===== src/rtl/pokemon_pkg.sv =====
// Shared types and constants for the wild-encounter scheduler.
package pokemon_pkg;

  typedef enum logic [1:0] {
    ST_ROAM     = 2'd0,
    ST_REQ      = 2'd1,
    ST_BATTLE   = 2'd2,
    ST_COOLDOWN = 2'd3
  } enc_state_t;

  localparam logic [1:0] MAP_TOWN   = 2'b00;
  localparam logic [1:0] MAP_ROUTE  = 2'b01;
  localparam logic [1:0] MAP_FOREST = 2'b10;
  localparam logic [1:0] MAP_CAVE   = 2'b11;

  localparam int WILD_ID_W = 5;
  localparam logic [WILD_ID_W-1:0] NO_POKE = 5'b00000;

  localparam logic [4:0] STEP_CNT_MAX = 5'd31;

  // Right-shifting Galois form of x^8+x^6+x^5+x^4+1.
  localparam logic [7:0] LFSR_TAPS = 8'hB8;

  function automatic logic [7:0] lfsr_next(input logic [7:0] cur);
    return {1'b0, cur[7:1]} ^ (cur[0] ? LFSR_TAPS : 8'h00);
  endfunction

endpackage


===== src/rtl/enc_lfsr.sv =====
// Free-running 8-bit Galois LFSR; advances every frame, reloads SEED on reset.
module enc_lfsr
  import pokemon_pkg::*;
#(
  parameter logic [7:0] SEED = 8'hA5
) (
  input  logic       frameClk,
  input  logic       Reset,
  output logic [7:0] lfsr_o
);

  logic [7:0] lfsr_q;

  always_ff @(posedge frameClk) begin
    if (!Reset) lfsr_q <= SEED;
    else        lfsr_q <= lfsr_next(lfsr_q);
  end

  assign lfsr_o = lfsr_q;

endmodule


===== src/rtl/encounter_ctrl.sv =====
// Wild-encounter scheduler: grass step counting, req/ack hand-off, battle hold, cooldown.
// Optional repel support is compiled in when ENCOUNTER_REPEL_EN is defined.
module encounter_ctrl
  import pokemon_pkg::*;
#(
  parameter logic [4:0] MIN_STEPS   = 5'd4,
  parameter logic [3:0] STEP_MASK   = 4'hF,
  parameter logic [7:0] COOLDOWN_FR = 8'd60,
  parameter logic [7:0] LFSR_SEED   = 8'hA5,
  parameter logic [7:0] REPEL_STEPS = 8'd100
) (
  input  logic                 frameClk,
  input  logic                 Reset,
  input  logic [1:0]           curr_map,
  input  logic                 in_grass,
  input  logic                 player_step,
  input  logic [WILD_ID_W-1:0] wild_ID,
  input  logic                 battle_ack,
  input  logic                 battle_done,
  input  logic                 repel_use,
  output logic                 enc_req,
  output logic [WILD_ID_W-1:0] enc_ID,
  output logic                 fight_on,
  output logic                 cooldown
);

  enc_state_t           state_q, state_d;
  logic [4:0]           step_cnt_q, step_cnt_d;
  logic [4:0]           threshold_q, threshold_d;
  logic [WILD_ID_W-1:0] enc_id_q, enc_id_d;
  logic [7:0]           cd_cnt_q, cd_cnt_d;
  logic [1:0]           prev_map_q;
  logic [7:0]           lfsr;
  logic [4:0]           new_threshold;
  logic [4:0]           step_inc;
  logic                 map_changed;
  logic                 grass_step;
  logic                 repel_active;
  logic                 count_step;
  logic                 unused_bits;

  enc_lfsr #(.SEED(LFSR_SEED)) u_lfsr (
    .frameClk (frameClk),
    .Reset    (Reset),
    .lfsr_o   (lfsr)
  );

  assign new_threshold = MIN_STEPS + {1'b0, lfsr[3:0] & STEP_MASK};
  assign step_inc      = (step_cnt_q == STEP_CNT_MAX) ? STEP_CNT_MAX : step_cnt_q + 5'd1;
  assign map_changed   = (curr_map != prev_map_q);
  assign grass_step    = player_step & in_grass;
  assign count_step    = grass_step & ~repel_active;

`ifdef ENCOUNTER_REPEL_EN
  logic [7:0] repel_cnt_q, repel_cnt_d;

  assign repel_active = (repel_cnt_q != 8'd0);
  assign unused_bits  = ^lfsr[7:4];

  // A fresh repel_use reloads even if a suppressed step lands on the same frame.
  always_comb begin
    repel_cnt_d = repel_cnt_q;
    if (repel_use) begin
      repel_cnt_d = REPEL_STEPS;
    end else if (state_q == ST_ROAM && !map_changed && grass_step && repel_active) begin
      repel_cnt_d = repel_cnt_q - 8'd1;
    end
  end

  always_ff @(posedge frameClk) begin
    if (!Reset) repel_cnt_q <= 8'd0;
    else        repel_cnt_q <= repel_cnt_d;
  end
`else
  assign repel_active = 1'b0;
  assign unused_bits  = ^{lfsr[7:4], repel_use, REPEL_STEPS};
`endif

  // NOTE: every variable gets its hold value first so no path through the case infers a latch.
  always_comb begin
    state_d     = state_q;
    step_cnt_d  = step_cnt_q;
    threshold_d = threshold_q;
    enc_id_d    = enc_id_q;
    cd_cnt_d    = cd_cnt_q;
    case (state_q)
      ST_ROAM: begin
        // A map change on the same frame as a step restarts the walk; the step is dropped.
        if (map_changed) begin
          step_cnt_d  = 5'd0;
          threshold_d = new_threshold;
        end else if (count_step) begin
          step_cnt_d = step_inc;
          if (step_inc >= threshold_q) begin
            enc_id_d = wild_ID;
            state_d  = ST_REQ;
          end
        end
      end
      ST_REQ: begin
        if (battle_ack) state_d = ST_BATTLE;
      end
      ST_BATTLE: begin
        if (battle_done) begin
          state_d  = ST_COOLDOWN;
          cd_cnt_d = COOLDOWN_FR;
        end
      end
      ST_COOLDOWN: begin
        if (cd_cnt_q == 8'd1) begin
          state_d     = ST_ROAM;
          step_cnt_d  = 5'd0;
          threshold_d = new_threshold;
        end else begin
          cd_cnt_d = cd_cnt_q - 8'd1;
        end
      end
      default: state_d = ST_ROAM;
    endcase
  end

  // NOTE: sequential state uses non-blocking assignments; reset is sampled on the clock edge.
  always_ff @(posedge frameClk) begin
    prev_map_q <= curr_map;
    if (!Reset) begin
      state_q     <= ST_ROAM;
      step_cnt_q  <= 5'd0;
      threshold_q <= MIN_STEPS;
      enc_id_q    <= NO_POKE;
      cd_cnt_q    <= 8'd0;
    end else begin
      state_q     <= state_d;
      step_cnt_q  <= step_cnt_d;
      threshold_q <= threshold_d;
      enc_id_q    <= enc_id_d;
      cd_cnt_q    <= cd_cnt_d;
    end
  end

  assign enc_req  = (state_q == ST_REQ);
  assign fight_on = (state_q == ST_REQ) || (state_q == ST_BATTLE);
  assign cooldown = (state_q == ST_COOLDOWN);
  assign enc_ID   = enc_id_q;

endmodule

===== config.mk =====
export PLATFORM = sky130hd
export DESIGN_NAME = encounter_ctrl
export DESIGN_NICKNAME = d
export VERILOG_FILES = /design/src/rtl/pokemon_pkg.sv /design/src/rtl/enc_lfsr.sv /design/src/rtl/encounter_ctrl.sv
export SDC_FILE = /design/constraint.sdc
export NUM_CORES = 1
export LEC_CHECK = 0
export ABC_AREA = 1
export ABC_CLOCK_PERIOD_IN_PS = 4450
export BUFFER_PORTS_ARGS = -buffer_cell sky130_fd_sc_hd__buf_4
export CORE_UTILIZATION = 45
export CTS_CLUSTER_DIAMETER = 200
export DETAILED_ROUTE_END_ITERATION = 10
export SETUP_SLACK_MARGIN = 0.4
export SYNTH_ARGS = -nofsm -noshare
export SYNTH_HDL_FRONTEND = slang
export SYNTH_SLANG_ARGS = --single-unit
export TNS_END_PERCENT = 10

===== constraint.sdc =====
create_clock -name frameClk -period 4.45 [get_ports frameClk]
set_input_delay 0.445 -clock frameClk [delete_from_list [all_inputs] [get_ports frameClk]]
set_output_delay 0.445 -clock frameClk [all_outputs]
set_load 0.1 [all_outputs]

Yosys cells after proc, flatten, opt, wreduce, memory -nomap -nowiden
Cells that the tools add are included.
Cells by class
  add/subtract/negate cells: 3
  reductions and logical operators: 9
  equal/unequal tests: 15
  magnitude comparators: 1
  mux-type cells: 19
  bitwise gates (word level): 3
Operators with widths (count)
  2-to-1 mux 5 bit: 6
  2-to-1 mux 8 bit: 3
  case mux 5 bit (2 select lines): 2
  case mux 8 bit (2 select lines): 1
  != test 2 bit, second input constant: 7
  2-to-1 mux 2 bit: 6
  AND reduction 3 bit: 3
  equality test 8 x 1 -> 1 bit, second input constant: 1
  case mux 2 bit (4 select lines): 1
  subtractor 8 x 1 -> 8 bit, second input constant: 1
  XOR 7 x 8 -> 8 bit: 1
  AND reduction 6 bit: 1
  adder 3 x 4 -> 5 bit, first input constant: 1
  adder 5 x 1 -> 5 bit, second input constant: 1
  equality test 5 bit, second input constant: 1
  greater-or-equal comparator 5 bit: 1
  equality test 2 bit, second input constant: 2
  AND reduction 4 bit: 1
  nonzero test 2 bit: 2
  != test 3 bit, second input constant: 1
  equality test 2 x 1 -> 1 bit, second input constant: 1
  logical NOT 2 bit: 1
  != test 2 x 1 -> 1 bit, second input constant: 1
  != test 2 bit: 1
  3 further kinds: 3
Word-level totals
  input port bits: 14
  register bits after elaboration: 35
  word-level logic and storage cells: 57

Depth between registers and ports, before layout
Gate-level depths: netlist (run 1).
  depth in word-level cells: 7
  gate-level depth with buffers: 17
  gate-level depth less buffers: 17

Cells and area by module
From an unflattened synthesis (run 1), not the netlist that was laid out.
Unflattened totals
  cell total of the unflattened synthesis: 281
  area total of the unflattened synthesis: 1891.8 µm²
By module, submodules not included
  encounter_ctrl: sequential area each 540.5 µm², cells an instance 250, instances 1, area each 1642.8 µm²
  enc_lfsr: sequential area each 160.2 µm², cells an instance 31, instances 1, area each 249.0 µm²

Worst setup path after synthesis (run 1)
No wires, ideal clock.
  kind: reg-to-reg
  from: register state_q[0]
  to: register cd_cnt_q[7]
  setup slack: 2.216 ns
  buffers on the path: 1
  arrival time: 2.119 ns
  cell stages (with the launch flop): 9
  setup time: 0.115 ns
  cell sequence: dfxtp_1 > ha_1 > inv_1 > nand2_1 > nand2_1 > nand2_1 > buf_4 > o21ai_1 > and2_1
On the way
  cells in the longest elaborated chain, start to end: 3
RTL lines
  start: declaration: RTL line encounter_ctrl.sv:27  | enc_state_t state_q, state_d;
  start signal: assignment: RTL line encounter_ctrl.sv:132  | state_q <= state_d;
  equality test 2 bit *
  net cooldown: RTL line encounter_ctrl.sv:24  | output logic cooldown
  != test 2 bit (no line) / nonzero test 2 bit (equally long branches)
  AND reduction 3 bit (no line)
  end signal: assignment: RTL line encounter_ctrl.sv:136  | cd_cnt_q <= cd_cnt_d;
  end: declaration: RTL line encounter_ctrl.sv:31  | logic [7:0] cd_cnt_q, cd_cnt_d;
Mark *: on every way through the listed nets, which the timed path passes. The rest lies on a longest branch.
A chain may end at the register's enable or synchronous reset.

Worst setup path after layout (run 1)
  from: register step_cnt_q[0]
  to: register enc_id_q[4], in the netlist enc_ID[4]
On the way
  cells in the longest elaborated chain, start to end: 4
RTL lines
  start: declaration: RTL line encounter_ctrl.sv:28  | logic [4:0] step_cnt_q, step_cnt_d;
  start signal: assignment: RTL line encounter_ctrl.sv:133  | step_cnt_q <= step_cnt_d;
  adder 5 x 1 -> 5 bit / equality test 5 bit (equally long branches): RTL line encounter_ctrl.sv:49  | assign step_inc = (step_cnt_q == STEP_CNT_MAX) ? STEP_CNT_MAX : step_cnt_q + 5'd1;
  2-to-1 mux 5 bit *: RTL line encounter_ctrl.sv:49
  greater-or-equal comparator 5 bit *: RTL line encounter_ctrl.sv:94  | if (step_inc >= threshold_q) begin
  AND reduction 4 bit (no line) *
  end signal: assignment: RTL line encounter_ctrl.sv:135  | enc_id_q <= enc_id_d;
  end: declaration: RTL line encounter_ctrl.sv:30  | logic [WILD_ID_W-1:0] enc_id_q, enc_id_d;
Every way passes the cells marked *; elsewhere a longest branch is shown, timed or not.

==> flow_summary.yaml, run 1 <==
die:
  die_w_microns: 66.63
  die_area_sq_mm: 0.004439
  core-area_sq_mm: 0.004000
  io-pin-count: 22
  rows: 23
  start_util_pct: 46.98
  die_height_microns: 66.63
drt:
  via_per_inst: 4.664
  drt_iter0_markers: 78
  drt-total-wl_microns: 3579
  dr.pass1.iters: 4
  wl_per_cell_microns: 10.28
  ant_nets: 0
  drc: 0
  num_vias: 1623
setup_path:
  cp_slowest_stage_delay_ps: 330
  critical_path_arrival_ps: 2590
  path_cells: "ha_1 -> nand2_1 -> inv_1 -> nand2_1 -> nor2_1 -> nor3b_1 -> inv_1 -> ha_1 -> nand2_1 -> nor2_1 -> nor2_1 -> nand3_1 -> nand2_1 -> inv_1 -> nor2_1 -> nor2_1"
  critical_path.max_fanout: 6
  end_kind: "flip-flop"
  cp_slowest_cell: "dfxtp_1"
  ff2ff_setup_slack_ps: 2040
  cp_num_buf_inv: 3
  path_delay_family: "simple AND/OR/NAND/NOR gates"
  worst_path_most_repeated_cell: "nor2_1"
  cp-start-kind: "flip-flop"
  cp.required_ps: 4630
  criticalPathCategory: "flip-flop to flip-flop"
global_routing:
  track_usage_pct: 17.95
  antenna_found_initial: 0
  grt_pass1_wl_microns: 5954
  grt_overflow: 0
  grt_max_degree: 20
  grt_pass1_vias: 1356
place:
  gp_congestion: 0.7832
  hpwl_microns: 2620
  dpl-instance-area_sq_mm: 0.002049
  io_buffer_count: 20
sta:
  rsz0062_at_grt: "no"
  finalCriticalPeriod_ps: 2410
  setup_violations: 0
  hold_violations: 0
  worst_pin_slew_ps: 515.1
  post-route-period-util_pct: 54.16
  fmax_mhz: 414.9
  final_max_slew_viol_count: 0
  setup_tns_ps: 0
  maxSlewHeadroom_pct: 65.65
  fin_skew_ps: 6.466
clock_tree:
  cts_resized: 0
  htree_num_levels: 2
  cts_hold_buf: 0
  cts.sinks: 35
  clkTransAtPathRegs_ps: 70
  clk_latency_ps: 290
  post-cts-setup-buffers: 0
  cts_buffers: 5
  cts_root_buf: "clkbuf_8"
  cts_buffer_depth: 2
  cts_tree: "built"
final_layout:
  fillers: 440
  layout-drive-gt1-share_pct: 12.75
  area_delta_synth_final_pct: 13.78
  finish.instance_area_sq_mm: 0.002138
  fin_nets: 324
  antenna_cells: 0
logic_synthesis:
  synth_nets: 303
  synth_warnings: 0
  synth_ff_type: "dfxtp_1"
  synthesis.instances: 276
  synth-async-reset-ratio_pct: 0
  synth_cell_type_count: 25
  avgSynthCellArea_sq_um: 6.809
  seq_area_frac_synth_pct: 37.28
  syn-cell-area_sq_mm: 0.001879
  yosys_register_bits: 35
  synth_edf_count: 0
pwr:
  powerDensity_mw_per_mm2: 366.9
  peakVddDrop_mv: 0.1900
  p_leak_nw: 1.050
run:
  drv_cap: 0
outcome:
  status: "completed"
min_path:
  holdCritPathClass: "primary input to flip-flop"
==> flip-flops by register name (all words and copies together) (netlist names) <==
name,count
step_cnt_q,5
prev_map_q,2
state_q,2
cd_cnt_q,8
u_lfsr.lfsr_o,8
enc_ID,5
threshold_q,5
==> through the flow <==
stage	hold WS (ps)	setup WS, ps	total power [mW]	cells	util, %
final	271.0	2040	0.7845	348	53.46
after global routing	265.4	1658	0.8412	348	53.46
after CTS	258.1	2012	0.7977	348	53.46
after detailed placement	406.3	2051	0.5632	340	51.24
after global placement	392.8	2006	0.5611	340	51.24
after floorplan	390.5	2216	0.5249	276	-
==> placed cells by master (no fill, tap or decap), drive strengths merged, types with 5 or more instances in the layout <==
| cell | count |
|---|---|
| inv | 45 |
| o21ai | 18 |
| buf | 20 |
| nand2 | 60 |
| a21oi | 16 |
| dfxtp | 35 |
| nand3 | 19 |
| nor2 | 47 |
| clkbuf | 5 |
| ha | 13 |
==> cell usage after synthesis, types with 2 or more instances <==
library cell	count	area, sq um
buf_6	2	22.52
nand2_2	2	12.51
ha_1	13	162.7
nand4_1	2	12.51
nor3_1	2	10.01
xor2_1	2	17.52
nand3_1	19	95.09
inv_1	45	168.9
clkbuf_1	2	7.510
nor2_1	46	172.7
xnor2_1	3	26.28
o21ai_0	14	70.07
nor3b_1	2	15.01
or2_2	4	25.02
dfxtp_1	35	700.7
nand2_1	58	217.7
a21oi_1	15	75.07
o21ai_1	3	15.01
==> power by group <==
group	leakage [nW]	switching [mW]	internal [mW]	total [mW]
sequential	0.287	0.0175	0.339	0.356
combinational	0.722	0.127	0.0716	0.199
clock	0.0402	0.121	0.109	0.230
total	1.05	0.265	0.519	0.785
==> kinds of logic (layout without fill, tap and decap cells) <==
logic type | after synthesis | count (layout) | share of synthesized area, %
DFF | 35 | 35 | 37.28
AOI/OAI and AO/OA | 34 | 34 | 9.454
xor gates and xnor gates | 5 | 5 | 2.331
adders and majority gates | 13 | 13 | 8.655
buffers and inverters | 51 | 73 | 11.25
and+or+nand+nor | 138 | 138 | 31.03
==> final timing paths <==
path | startpoint | endpoint | cells after the start
worst max-delay path | step_cnt_q[0]$_SDFFE_PN0P_ | enc_ID[4]$_SDFFE_PN0P_ | 16
worst max register to register | step_cnt_q[0]$_SDFFE_PN0P_ | enc_ID[4]$_SDFFE_PN0P_ | 16
worst min-delay path | curr_map[1] | prev_map_q[1]$_DFF_P_ | 1
worst min register to register | u_lfsr.lfsr_o[7]$_SDFF_PN1_ | u_lfsr.lfsr_o[6]$_SDFF_PN0_ | 2
==> cell type report <==
| cell class | count | area (sq um) | share of cell area, % |
|---|---|---|---|
| inverters | 45 | 168.9 | 7.899 |
| repair buffers | 20 | 150.1 | 7.022 |
| clock buffers | 5 | 68.82 | 3.218 |
| well taps | 50 | 62.56 | 2.926 |
| clock inverters | 3 | 20.02 | 0.9362 |
| multi-input cells | 190 | 967.2 | 45.23 |
| flip-flops and latches | 35 | 700.7 | 32.77 |
==> routing by layer <==
metal | wire (microns) | vias to the layer above | track usage, %
li1 | - | 900 | -
met5 | 0 | - | 0
met2 | 1537 | 21 | 27.65
met4 | 38 | 0 | 6.383
met1 | 1894 | 698 | 23.60
met3 | 110 | 4 | 5.137
No activity file was read; power rests on OpenSTA's default activity.
==> run 2, diff against run 1 <==
- ABC_CLOCK_PERIOD_IN_PS: 4450 -> 2500
- clock period: 4.45 -> 2.5 ns (I/O delays scaled with it)
==> run 2 against run 1 <==
Via count is 0.74% higher. First-iteration DRC count shrank 29%. Register-to-register slack got worse by 1600 ps. Clock skew is essentially flat. Critical path depth unchanged. Critical path type unchanged.
==> flow_summary.yaml, run 2 (synthesis results as in run 1) <==
place:
  io_buffer_count: 20
  hpwl_microns: 2607
  dpl-instance-area_sq_mm: 0.002052
  gp_congestion: 0.8060
  post-place-ws_ps: 132.7
die:
  die_area_sq_mm: 0.004439
  die_height_microns: 66.63
  start_util_pct: 46.98
  die_w_microns: 66.63
  rows: 23
  io-pin-count: 22
  core-area_sq_mm: 0.004000
clock_tree:
  cts_root_buf: "clkbuf_8"
  cts_buffer_depth: 2
  cts_buffers: 5
  cts.sinks: 35
  clkTransAtPathRegs_ps: 80
  cts_tree: "built"
  htree_num_levels: 2
  clk_latency_ps: 290
setup_path:
  cp.required_ps: 2680
  cp-start-kind: "flip-flop"
  critical_path.max_fanout: 6
  critical_path_arrival_ps: 2270
  end_kind: "flip-flop"
  criticalPathCategory: "flip-flop to flip-flop"
min_path:
  holdCritPathClass: "primary input to flip-flop"
pwr:
  powerDensity_mw_per_mm2: 686.5
  peakVddDrop_mv: 0.3420
  p_leak_nw: 1.096
final_layout:
  mostFrequentLayoutCell: "nand2_1"
  post-route-util_pct: 55.83
  layout-drive-gt1-share_pct: 19.33
  area.sequential_sq_um: 703.2
  antenna_cells: 0
  fin_nets: 326
  multi_input_area_sq_mm: 0.001018
  finish.instance_area_sq_mm: 0.002233
  final_cell_mix: "54 x nand2_1, 44 x inv_1, 41 x nor2_1"
  fillers: 410
  area_delta_synth_final_pct: 18.84
sta:
  final_max_slew_viol_count: 0
  setup_violations: 0
  worst_pin_slew_ps: 509.8
  finalCriticalPeriod_ps: 2090
  maxSlewHeadroom_pct: 66.01
  post-route-period-util_pct: 83.59
  hold_violations: 0
  fin_skew_ps: 6.560
  whs_ps: 73.98
  fmax_mhz: 478.5
  rsz0062_at_grt: "yes"
  setup_tns_ps: 0
  layout_setup_ws_ps: 410.1
outcome:
  status: "completed"
global_routing:
  grt_max_degree: 20
  track_usage_pct: 18.31
  grt_pass1_vias: 1388
  antenna_found_initial: 0
  grt_overflow: 0
  grt_pass1_wl_microns: 6099
drt:
  num_vias: 1635
  dr.pass1.iters: 2
  drt-total-wl_microns: 3719
  wl_per_cell_microns: 10.63
  drt_iter0_markers: 55
  drc: 0
  ant_nets: 0
  via_per_inst: 4.671
run:
  drv_cap: 0
-- run 2: cell types whose count changed in the layout (fill, tap and decap cells not counted), sizes merged --
| cell | delta |
|---|---|
| buf | +2 |
| bufinv | +1 |
| clkinv | +1 |
| clkinvlp | -2 |
-- run 2: final cells by class --
| class | count | share of cell area (%) |
|---|---|---|
| clock buffer | 5 | 3.081 |
| clock inverter | 3 | 1.961 |
| inverter | 45 | 7.675 |
| multi-input combinational | 190 | 45.60 |
| sequential | 35 | 31.48 |
| tap | 50 | 2.801 |
| timing repair buffer | 22 | 7.395 |
-- run 2: path summary, 6_finish.rpt --
check                           slack, ps  cells past startpoint                           to                         from
worst max-delay path                  410                     16       enc_ID[2]$_SDFFE_PN0P_   step_cnt_q[0]$_SDFFE_PN0P_
worst min-delay path                   70                      1        prev_map_q[0]$_DFF_P_                  curr_map[0]
worst max register to register        410                     16       enc_ID[2]$_SDFFE_PN0P_   step_cnt_q[0]$_SDFFE_PN0P_
worst min register to register        410                      2  u_lfsr.lfsr_o[6]$_SDFF_PN0_  u_lfsr.lfsr_o[7]$_SDFF_PN1_
-- run 2: report_power, final --
| group | leakage (nW) | switching (mW) | internal (mW) |
|---|---|---|---|
| registers | 0.288 | 0.0321 | 0.603 |
| clock network | 0.0581 | 0.219 | 0.297 |
| logic | 0.750 | 0.243 | 0.138 |
| total | 1.10 | 0.495 | 1.04 |
-- run 2: metrics by stage --
step                cells  total power [mW]
floorplan             276            0.9345
global placement      340             1.000
detailed placement    340             1.003
CTS                   350             1.538
global route          350             1.632
finish                350             1.533
-- run 2: critical path, cell delays in order, from the launching register on --
cell,delay (ps)
dfxtp_2,330
ha_2,180
nand2_1,60
inv_1,50
nand2_2,70
nor2_2,60
nor3b_2,190
inv_1,60
ha_1,280
nand2_2,70
nor2_1,50
nor2_2,140
nand3_2,130
nand2_4,140
inv_4,60
nor2_1,80
nor2_1,50
-- run 2: metal layers --
layer | track usage (%) | part of all wire [%] | vias up
li1 | - | - | 899
met1 | 23.91 | 52 | 713
met2 | 28.91 | 45 | 18
met3 | 4.623 | 2.6 | 5
met4 | 6.383 | 1.1 | 0
met5 | 0 | 0 | -
-- run 2: repair_timing --
action / 4_1_cts / 5_1_grt
endpoints found under the setup margin: 7 / 7
setup buffers: 2 / 0
resized for setup: 15 / 9
hold buffers: 0 / 0
pin swaps: 4 / 5
